--- src/rtl/csi2_deskew_pkg.sv ---
// Shared types and constants for the D-PHY per-lane deskew calibrator.
// Holds the sweep FSM encoding, the default tap width and the error counter width.
package csi2_deskew_pkg;

  localparam int DELAY_WIDTH_DEF = 5;
  localparam int ERR_CNT_WIDTH   = 8;

  typedef enum logic [2:0] {
    IDLE,
    LOAD,
    APPLY,
    SETTLE,
    MEASURE,
    EVAL,
    COMMIT,
    DONE
  } cal_state_t;

endpackage

--- src/rtl/csi2_deskew_cal_if.sv ---
// Calibrator bus: CSR/receiver-side inputs and the delay-line programming outputs.
// The requester (CSR block / stream monitor) is master; the calibrator is slave.
interface csi2_deskew_cal_if #(
  parameter int DATA_LANES  = 2,
  parameter int DELAY_WIDTH = csi2_deskew_pkg::DELAY_WIDTH_DEF
);
  logic                                   start_i;
  logic [DATA_LANES-1:0][DELAY_WIDTH-1:0] init_delay_i;
  logic                                   frame_start_i;
  logic                                   header_err_i;
  logic                                   crc_err_i;
  logic [DATA_LANES-1:0][DELAY_WIDTH-1:0] lane_delay_o;
  logic                                   delay_act_o;
  logic                                   busy_o;
  logic                                   done_o;
  logic [DATA_LANES-1:0]                  lane_fail_o;
  logic [DATA_LANES-1:0][DELAY_WIDTH:0]   eye_width_o;

  modport master (
    output start_i, init_delay_i, frame_start_i, header_err_i, crc_err_i,
    input  lane_delay_o, delay_act_o, busy_o, done_o, lane_fail_o, eye_width_o
  );

  modport slave (
    input  start_i, init_delay_i, frame_start_i, header_err_i, crc_err_i,
    output lane_delay_o, delay_act_o, busy_o, done_o, lane_fail_o, eye_width_o
  );
endinterface

--- src/rtl/csi2_eye_tracker.sv ---
// Tracks the current and the longest run of good taps within one lane's sweep.
// Updates one cycle after step; no backpressure, a strictly longer run replaces best.
module csi2_eye_tracker #(
  parameter int DELAY_WIDTH = 5
) (
  input  logic                   clk_i,
  input  logic                   srst_i,
  input  logic                   clear,
  input  logic                   step,
  input  logic                   good,
  input  logic [DELAY_WIDTH-1:0] tap,
  output logic [DELAY_WIDTH-1:0] best_start,
  output logic [DELAY_WIDTH:0]   best_len
);

  logic [DELAY_WIDTH-1:0] cur_start;
  logic [DELAY_WIDTH:0]   cur_len;
  logic [DELAY_WIDTH-1:0] run_start;
  logic [DELAY_WIDTH:0]   run_len;

  assign run_start = (cur_len == '0) ? tap : cur_start;
  assign run_len   = cur_len + (DELAY_WIDTH+1)'(1);

  always_ff @(posedge clk_i) begin
    if (srst_i || clear) begin
      cur_start  <= '0;
      cur_len    <= '0;
      best_start <= '0;
      best_len   <= '0;
    end else if (step) begin
      if (good) begin
        cur_start <= run_start;
        cur_len   <= run_len;
        // Equal-length later runs never replace best, so ties keep the lowest tap.
        if (run_len > best_len) begin
          best_start <= run_start;
          best_len   <= run_len;
        end
      end else begin
        cur_len <= '0;
      end
    end
  end

endmodule

--- src/rtl/csi2_deskew_cal.sv ---
// Per-lane IDELAY sweep: scores each tap on header/CRC errors over whole frames, programs eye centres.
// Outputs registered, first delay_act two cycles after start; frame pacing sets sweep rate, no backpressure.
module csi2_deskew_cal
  import csi2_deskew_pkg::*;
#(
  parameter int DATA_LANES     = 2,
  parameter int DELAY_WIDTH    = DELAY_WIDTH_DEF,
  parameter int SETTLE_FRAMES  = 1,
  parameter int MEAS_FRAMES    = 2,
  parameter int ERR_THRESH     = 0,
  parameter int TIMEOUT_CYCLES = 1 << 24
) (
  input logic               clk_i,
  input logic               srst_i,
  csi2_deskew_cal_if.slave  bus
);

  localparam int LANE_W = (DATA_LANES > 1) ? $clog2(DATA_LANES) : 1;
  localparam int TMO_W  = $clog2(TIMEOUT_CYCLES) + 1;
  localparam int FRM_W  = $clog2(SETTLE_FRAMES + MEAS_FRAMES + 1);
  localparam logic [DELAY_WIDTH-1:0] TAP_MAX   = {DELAY_WIDTH{1'b1}};
  localparam logic [LANE_W-1:0]      LAST_LANE = LANE_W'(DATA_LANES - 1);

  cal_state_t               state, state_nxt;
  logic [LANE_W-1:0]        lane;
  logic [DELAY_WIDTH-1:0]   tap;
  logic [FRM_W-1:0]         frm_cnt;
  logic [TMO_W-1:0]         tmo_cnt;
  logic [ERR_CNT_WIDTH-1:0] err_cnt;
  logic [ERR_CNT_WIDTH:0]   err_sum;
  logic                     tmo_flag;
  logic                     settle_last, meas_last, tmo_hit;
  logic                     trk_clear, trk_step, trk_good;
  logic [DELAY_WIDTH-1:0]   best_start, centre_tap;
  logic [DELAY_WIDTH:0]     best_len;

  assign settle_last = bus.frame_start_i && (frm_cnt == FRM_W'(SETTLE_FRAMES - 1));
  assign meas_last   = bus.frame_start_i && (frm_cnt == FRM_W'(MEAS_FRAMES - 1));
  // A frame start in the same cycle always wins over the timeout.
  assign tmo_hit     = !bus.frame_start_i && (tmo_cnt == TMO_W'(TIMEOUT_CYCLES - 1));
  assign err_sum     = {1'b0, err_cnt} + {{ERR_CNT_WIDTH{1'b0}}, bus.header_err_i}
                                       + {{ERR_CNT_WIDTH{1'b0}}, bus.crc_err_i};
  assign centre_tap  = DELAY_WIDTH'({1'b0, best_start} + ((best_len - (DELAY_WIDTH+1)'(1)) >> 1));

  assign trk_clear = (state == LOAD) || (state == COMMIT);
  assign trk_step  = (state == EVAL);
  assign trk_good  = !tmo_flag && (err_cnt <= ERR_CNT_WIDTH'(ERR_THRESH));

  csi2_eye_tracker #(.DELAY_WIDTH(DELAY_WIDTH)) u_tracker (
    .clk_i      (clk_i),
    .srst_i     (srst_i),
    .clear      (trk_clear),
    .step       (trk_step),
    .good       (trk_good),
    .tap        (tap),
    .best_start (best_start),
    .best_len   (best_len)
  );

  always_ff @(posedge clk_i) begin
    if (srst_i) state <= IDLE;
    else        state <= state_nxt;
  end

  always_comb begin
    state_nxt = state;
    case (state)
      IDLE:    if (bus.start_i) state_nxt = LOAD;
      LOAD:    state_nxt = APPLY;
      APPLY:   state_nxt = SETTLE;
      SETTLE:  if (settle_last) state_nxt = MEASURE;
               else if (tmo_hit) state_nxt = EVAL;
      MEASURE: if (meas_last || tmo_hit) state_nxt = EVAL;
      EVAL:    state_nxt = (tap == TAP_MAX) ? COMMIT : APPLY;
      COMMIT:  state_nxt = (lane == LAST_LANE) ? DONE : APPLY;
      DONE:    state_nxt = IDLE;
      default: state_nxt = IDLE;
    endcase
  end

  always_ff @(posedge clk_i) begin
    if (srst_i) begin
      lane             <= '0;
      tap              <= '0;
      frm_cnt          <= '0;
      tmo_cnt          <= '0;
      err_cnt          <= '0;
      tmo_flag         <= 1'b0;
      bus.lane_delay_o <= '0;
      bus.delay_act_o  <= 1'b0;
      bus.busy_o       <= 1'b0;
      bus.done_o       <= 1'b0;
      bus.lane_fail_o  <= '0;
      bus.eye_width_o  <= '0;
    end else begin
      bus.delay_act_o <= 1'b0;
      bus.done_o      <= (state_nxt == DONE);
      bus.busy_o      <= (state != IDLE) && (state != DONE) && (state_nxt != DONE);
      case (state)
        LOAD: begin
          bus.lane_delay_o <= bus.init_delay_i;
          bus.lane_fail_o  <= '0;
          bus.eye_width_o  <= '0;
          lane             <= '0;
          tap              <= '0;
        end
        APPLY: begin
          bus.lane_delay_o[lane] <= tap;
          bus.delay_act_o        <= 1'b1;
          frm_cnt                <= '0;
          tmo_cnt                <= '0;
          tmo_flag               <= 1'b0;
        end
        SETTLE: begin
          if (bus.frame_start_i) begin
            tmo_cnt <= '0;
            if (settle_last) begin
              frm_cnt <= '0;
              err_cnt <= '0;
            end else begin
              frm_cnt <= frm_cnt + FRM_W'(1);
            end
          end else if (tmo_hit) begin
            tmo_flag <= 1'b1;
          end else begin
            tmo_cnt <= tmo_cnt + TMO_W'(1);
          end
        end
        MEASURE: begin
          err_cnt <= err_sum[ERR_CNT_WIDTH] ? '1 : err_sum[ERR_CNT_WIDTH-1:0];
          if (bus.frame_start_i) begin
            tmo_cnt <= '0;
            frm_cnt <= frm_cnt + FRM_W'(1);
          end else if (tmo_hit) begin
            tmo_flag <= 1'b1;
          end else begin
            tmo_cnt <= tmo_cnt + TMO_W'(1);
          end
        end
        EVAL: begin
          if (tap != TAP_MAX) tap <= tap + DELAY_WIDTH'(1);
        end
        COMMIT: begin
          if (best_len == '0) begin
            bus.lane_delay_o[lane] <= bus.init_delay_i[lane];
            bus.lane_fail_o[lane]  <= 1'b1;
          end else begin
            bus.lane_delay_o[lane] <= centre_tap;
          end
          bus.eye_width_o[lane] <= best_len;
          bus.delay_act_o       <= 1'b1;
          if (lane != LAST_LANE) begin
            lane <= lane + LANE_W'(1);
            tap  <= '0;
          end
        end
        default: ;
      endcase
    end
  end

endmodule

--- src/flat_wrapper.sv ---
// flat-port wrapper written by rule: the top's interface ports become plain ports
module csi2_deskew_cal_flat import csi2_deskew_pkg::*;
#(
  parameter int DATA_LANES     = 2,
  parameter int DELAY_WIDTH    = DELAY_WIDTH_DEF,
  parameter int SETTLE_FRAMES  = 1,
  parameter int MEAS_FRAMES    = 2,
  parameter int ERR_THRESH     = 0,
  parameter int TIMEOUT_CYCLES = 1 << 24
)
  (clk_i, srst_i, bus_start_i, bus_init_delay_i, bus_frame_start_i, bus_header_err_i, bus_crc_err_i, bus_lane_delay_o, bus_delay_act_o, bus_busy_o, bus_done_o, bus_lane_fail_o, bus_eye_width_o);
  csi2_deskew_cal_if #(.DATA_LANES(DATA_LANES), .DELAY_WIDTH(DELAY_WIDTH)) bus_i ();
  input logic clk_i;
  input logic srst_i;
  input wire logic [$bits(bus_i.start_i)-1:0] bus_start_i;
  input wire logic [$bits(bus_i.init_delay_i)-1:0] bus_init_delay_i;
  input wire logic [$bits(bus_i.frame_start_i)-1:0] bus_frame_start_i;
  input wire logic [$bits(bus_i.header_err_i)-1:0] bus_header_err_i;
  input wire logic [$bits(bus_i.crc_err_i)-1:0] bus_crc_err_i;
  output wire logic [$bits(bus_i.lane_delay_o)-1:0] bus_lane_delay_o;
  output wire logic [$bits(bus_i.delay_act_o)-1:0] bus_delay_act_o;
  output wire logic [$bits(bus_i.busy_o)-1:0] bus_busy_o;
  output wire logic [$bits(bus_i.done_o)-1:0] bus_done_o;
  output wire logic [$bits(bus_i.lane_fail_o)-1:0] bus_lane_fail_o;
  output wire logic [$bits(bus_i.eye_width_o)-1:0] bus_eye_width_o;
  assign bus_i.start_i = bus_start_i;
  assign bus_i.init_delay_i = bus_init_delay_i;
  assign bus_i.frame_start_i = bus_frame_start_i;
  assign bus_i.header_err_i = bus_header_err_i;
  assign bus_i.crc_err_i = bus_crc_err_i;
  assign bus_lane_delay_o = bus_i.lane_delay_o;
  assign bus_delay_act_o = bus_i.delay_act_o;
  assign bus_busy_o = bus_i.busy_o;
  assign bus_done_o = bus_i.done_o;
  assign bus_lane_fail_o = bus_i.lane_fail_o;
  assign bus_eye_width_o = bus_i.eye_width_o;
  csi2_deskew_cal #(.DATA_LANES(DATA_LANES), .DELAY_WIDTH(DELAY_WIDTH), .SETTLE_FRAMES(SETTLE_FRAMES), .MEAS_FRAMES(MEAS_FRAMES), .ERR_THRESH(ERR_THRESH), .TIMEOUT_CYCLES(TIMEOUT_CYCLES)) u_core (.clk_i(clk_i), .srst_i(srst_i), .bus(bus_i));
endmodule
--- config.mk ---
export PLATFORM = sky130hd
export DESIGN_NAME = csi2_deskew_cal_flat
export DESIGN_NICKNAME = d
export VERILOG_FILES = /design/src/rtl/csi2_deskew_pkg.sv /design/src/rtl/csi2_deskew_cal_if.sv /design/src/rtl/csi2_eye_tracker.sv /design/src/rtl/csi2_deskew_cal.sv /design/src/flat_wrapper.sv
export SDC_FILE = /design/constraint.sdc
export NUM_CORES = 1
export LEC_CHECK = 0
export ABC_AREA = 1
export CORE_MARGIN = 2
export CORE_UTILIZATION = 55
export CTS_BUF_LIST = sky130_fd_sc_hd__clkbuf_8
export DETAILED_ROUTE_END_ITERATION = 8
export PLACE_DENSITY_LB_ADDON = 0.08
export SLEW_MARGIN = 10
export SYNTH_ARGS = -nofsm -noshare
export SYNTH_HDL_FRONTEND = slang
export SYNTH_SLANG_ARGS = --single-unit
--- constraint.sdc ---
create_clock -name clk_i -period 5.65 [get_ports clk_i]
set_input_delay 0.8475 -clock clk_i [delete_from_list [all_inputs] [get_ports clk_i]]
set_output_delay 0.8475 -clock clk_i [all_outputs]
set_load 0.03 [all_outputs]
==> metrics.txt <==
Startpoint Class input pin; TritonCTS clock tree yes; cell count after placement 995; area grow syn2layout 11.6%; synthesized area per cell 6.67 um^2; Worst-Skew Late Latency 360 ps; post-CTS sizing 0; number of global-route vias before repair 5220; Max transition margin a little over two fifths; sequential share of the synthesized area approximately 33%; Final Cell Area 0.00629 mm^2; CTS Root Cell clkbuf_8; RSZ-0062 raised after global routing no; IO Count 43; fin. max-slew vios 0; HP Class reg2reg; #FFs+latches synth 94; most common cell after layout, fill and taps aside nand2_1; CTS Buffer Depth 2; CP max-delay cell inv_1; Req. time, crit path 5960 ps; Starting Density a little under three fifths; clock slew at reported path FFs 90 ps; Final Non-Filler Cells 1010; largest net degree at the start of global routing 48; number of post-CTS setup repair buffers 0; Post-Syn Nets 882; drt pass-1 iters 8; GP Congestion 0.943; Max Fclk 0.329 GHz; CTS H-tree lvls 3; Die Wd 105 um; Post-synth EDFFs 0; Row Count 36; PD cells ~220 mW/mm^2; fin crit share 53.8%; final net count 911; IO buf count 42; CP arrival between 3000 and 4000 ps; run status finished clean; Final HPWL DP 10200 um; dpl cell area 0.00610 mm^2; Crit Path Class in2reg; Compound-Gate Fraction of Synth Area between 15 and 20%; diode count 0; routed wire length 14200 um; global-route wire length before repair around 24000 um; Die ar. ~0.011 mm^2; Buf+Inv Stages, Crit Path 5; Final Hold Viols 0; worst vdd ir 0.140 mV; clock skew roughly 14 ps; critical path endpoint category flip-flop; adder-cell share of the synthesized area 5.16%; Simple-Gate Fraction of Synth Area 34.7%; Synth Cell Area about 0.0056 mm^2; Post-Syn Instances 844; core area between 0.009 and 0.01 mm^2; routed via count ~5600; Sink Count 94; Die Y between 100 and 150 um; minimum clock period a little over 3000 ps; initial antenna violation count 0; total grt overflow 0; combinational family with the most area after synthesis simple AND/OR/NAND/NOR gates; maxcap violations 0; CTS hold repair buffers 0; post-synthesis xor/xnor area fraction roughly 1.6%; post-synthesis mux area share 0%; FILL cells approximately 900; CTS Buf Count 9; critical-path cell list clkdlybuf4s50_1 > buf_4 > inv_1 > nand2_1 > nor2_2 > inv_2 > a21oi_1 > o21ai_0 > inv_1; commonest non-fill, non-tap cells in the layout nand2_1, nor2_1, dfxtp_1; critical path's top delay family buffers and inverters; asr flop ratio synth 0%; Post-DRT Antenna Nets 0; GRT Resource Usage Total between 20% and 30%; setup_tns 0 ps; crit-path max cell delay approximately 580 ps; Top FF cell, synth dfxtp_1; DR WL/cell 14.0 um; final setup vio count 0; CP max FO 47; Via density 5.55; layout cells sized above 1 7.30%; 1st-iter DRT viols 393; crit-path most repeated cell inv_1; yosys warns 0; Lkg Pwr between 2 and 3 nW; drt drc 0; synth unique cells 42; Slew @ Worst Pin 872 ps
## metal layers
metal  up-vias  global-route usage (%)  part of all wire [%]  wire (um)
met4         0                    9.71                   2.2        312
met1      2569                    33.5                    44       6310
li1       2831                       -                     -          -
met5         -                       0                     0          0
met3        28                    4.24                   5.4        766
met2       174                    43.2                    48       6800
## worst paths after layout
path,startpoint,end,slack [ps],depth (start not counted)
worst max-delay path,srst_i,u_core.u_tracker.cur_len[0],2610,9
worst min-delay path,u_core.bus.lane_fail_o[0],u_core.bus.lane_fail_o[0],460,2
worst max register to register,u_core.lane,u_core.bus.lane_delay_o[0],3060,9
worst min register to register,u_core.bus.lane_fail_o[0],u_core.bus.lane_fail_o[0],460,2
## registers in the layout (all words and copies together), names as in the netlist, 2 cells and up
register,cells
u_core.frm_cnt,2
u_core.tmo_cnt,25
u_core.tap,5
u_core.u_tracker.cur_len,6
u_core.u_tracker.best_start,5
u_core.err_cnt,8
u_core.bus.lane_delay_o,10
u_core.bus.eye_width_o,12
u_core.u_tracker.cur_start,5
u_core.u_tracker.best_len,6
u_core.state,3
u_core.bus.lane_fail_o,2
## where the power goes
part           switching (mW)  total, mW  internal, mW
sequential             0.0164      0.697         0.681
combinational           0.141      0.218        0.0769
clock                   0.232      0.443         0.211
total                   0.389       1.36         0.969
## logic make-up after synthesis
group | count (synthesis)
AND/OR/NAND/NOR | 421
buffers and inverters | 130
adder cells (fa/ha/maj) | 22
AO/OA/AOI/OAI | 167
XOR/XNOR | 10
flip-flops | 94
## synthesized netlist by cell type, types with 2 or more instances
cell	number	share of area [%]
a211oi_1	3	0.40
a21oi_1	73	6.5
a221oi_1	2	0.31
a31oi_1	3	0.33
buf_2	4	0.36
buf_4	2	0.27
buf_6	3	0.60
clkbuf_1	15	1.0
dfxtp_1	94	33
fa_1	2	0.71
ha_1	20	4.4
inv_1	91	6.1
inv_2	14	0.93
nand2_1	177	12
nand2_2	4	0.44
nand2_4	3	0.60
nand3_1	71	6.3
nand3_2	3	0.53
nand3_4	2	0.62
nand3b_1	4	0.53
nand4_1	18	2.0
nor2_1	100	6.7
nor2_2	4	0.44
nor2_4	3	0.60
nor2_8	2	0.71
nor3_1	15	1.3
nor3_2	2	0.36
o211ai_1	7	0.93
o21ai_0	58	5.2
o21ai_1	13	1.2
o31ai_1	3	0.40
or2_2	11	1.2
xor2_1	9	1.4
## worst reg2reg max path: stages, from the launching register on
cell	delay [ps]
dfxtp_1	890
inv_1	660
nor2_1	330
inv_1	80
o21ai_0	80
nand2_1	70
nand3_1	110
nand2_1	50
o21ai_0	160
inv_1	50
## cell type report
| type | instances | area [um^2] | area share, % |
|---|---|---|---|
| clock inverter | 5 | 52.6 | 0.836 |
| sequential | 94 | 1880 | 29.9 |
| inverter | 105 | 394 | 6.27 |
| clock buffer | 10 | 138 | 2.19 |
| tap | 133 | 166 | 2.65 |
| multi-input combinational | 620 | 3230 | 51.3 |
| timing repair buffer | 43 | 428 | 6.81 |
## stage by stage
stage	power, mW	hold slack, ps	worst slack [ps]	utilization (%)
2_1_floorplan	0.863	444	3300	-
3_3_place_gp	0.922	450	2310	61.8
3_5_place_dp	0.928	449	2250	61.8
4_1_cts	1.37	461	2630	63.7
5_1_grt	1.42	486	2360	63.7
6_report	1.36	455	2610	63.7
Note: power is estimated with default switching activity, not from simulation.
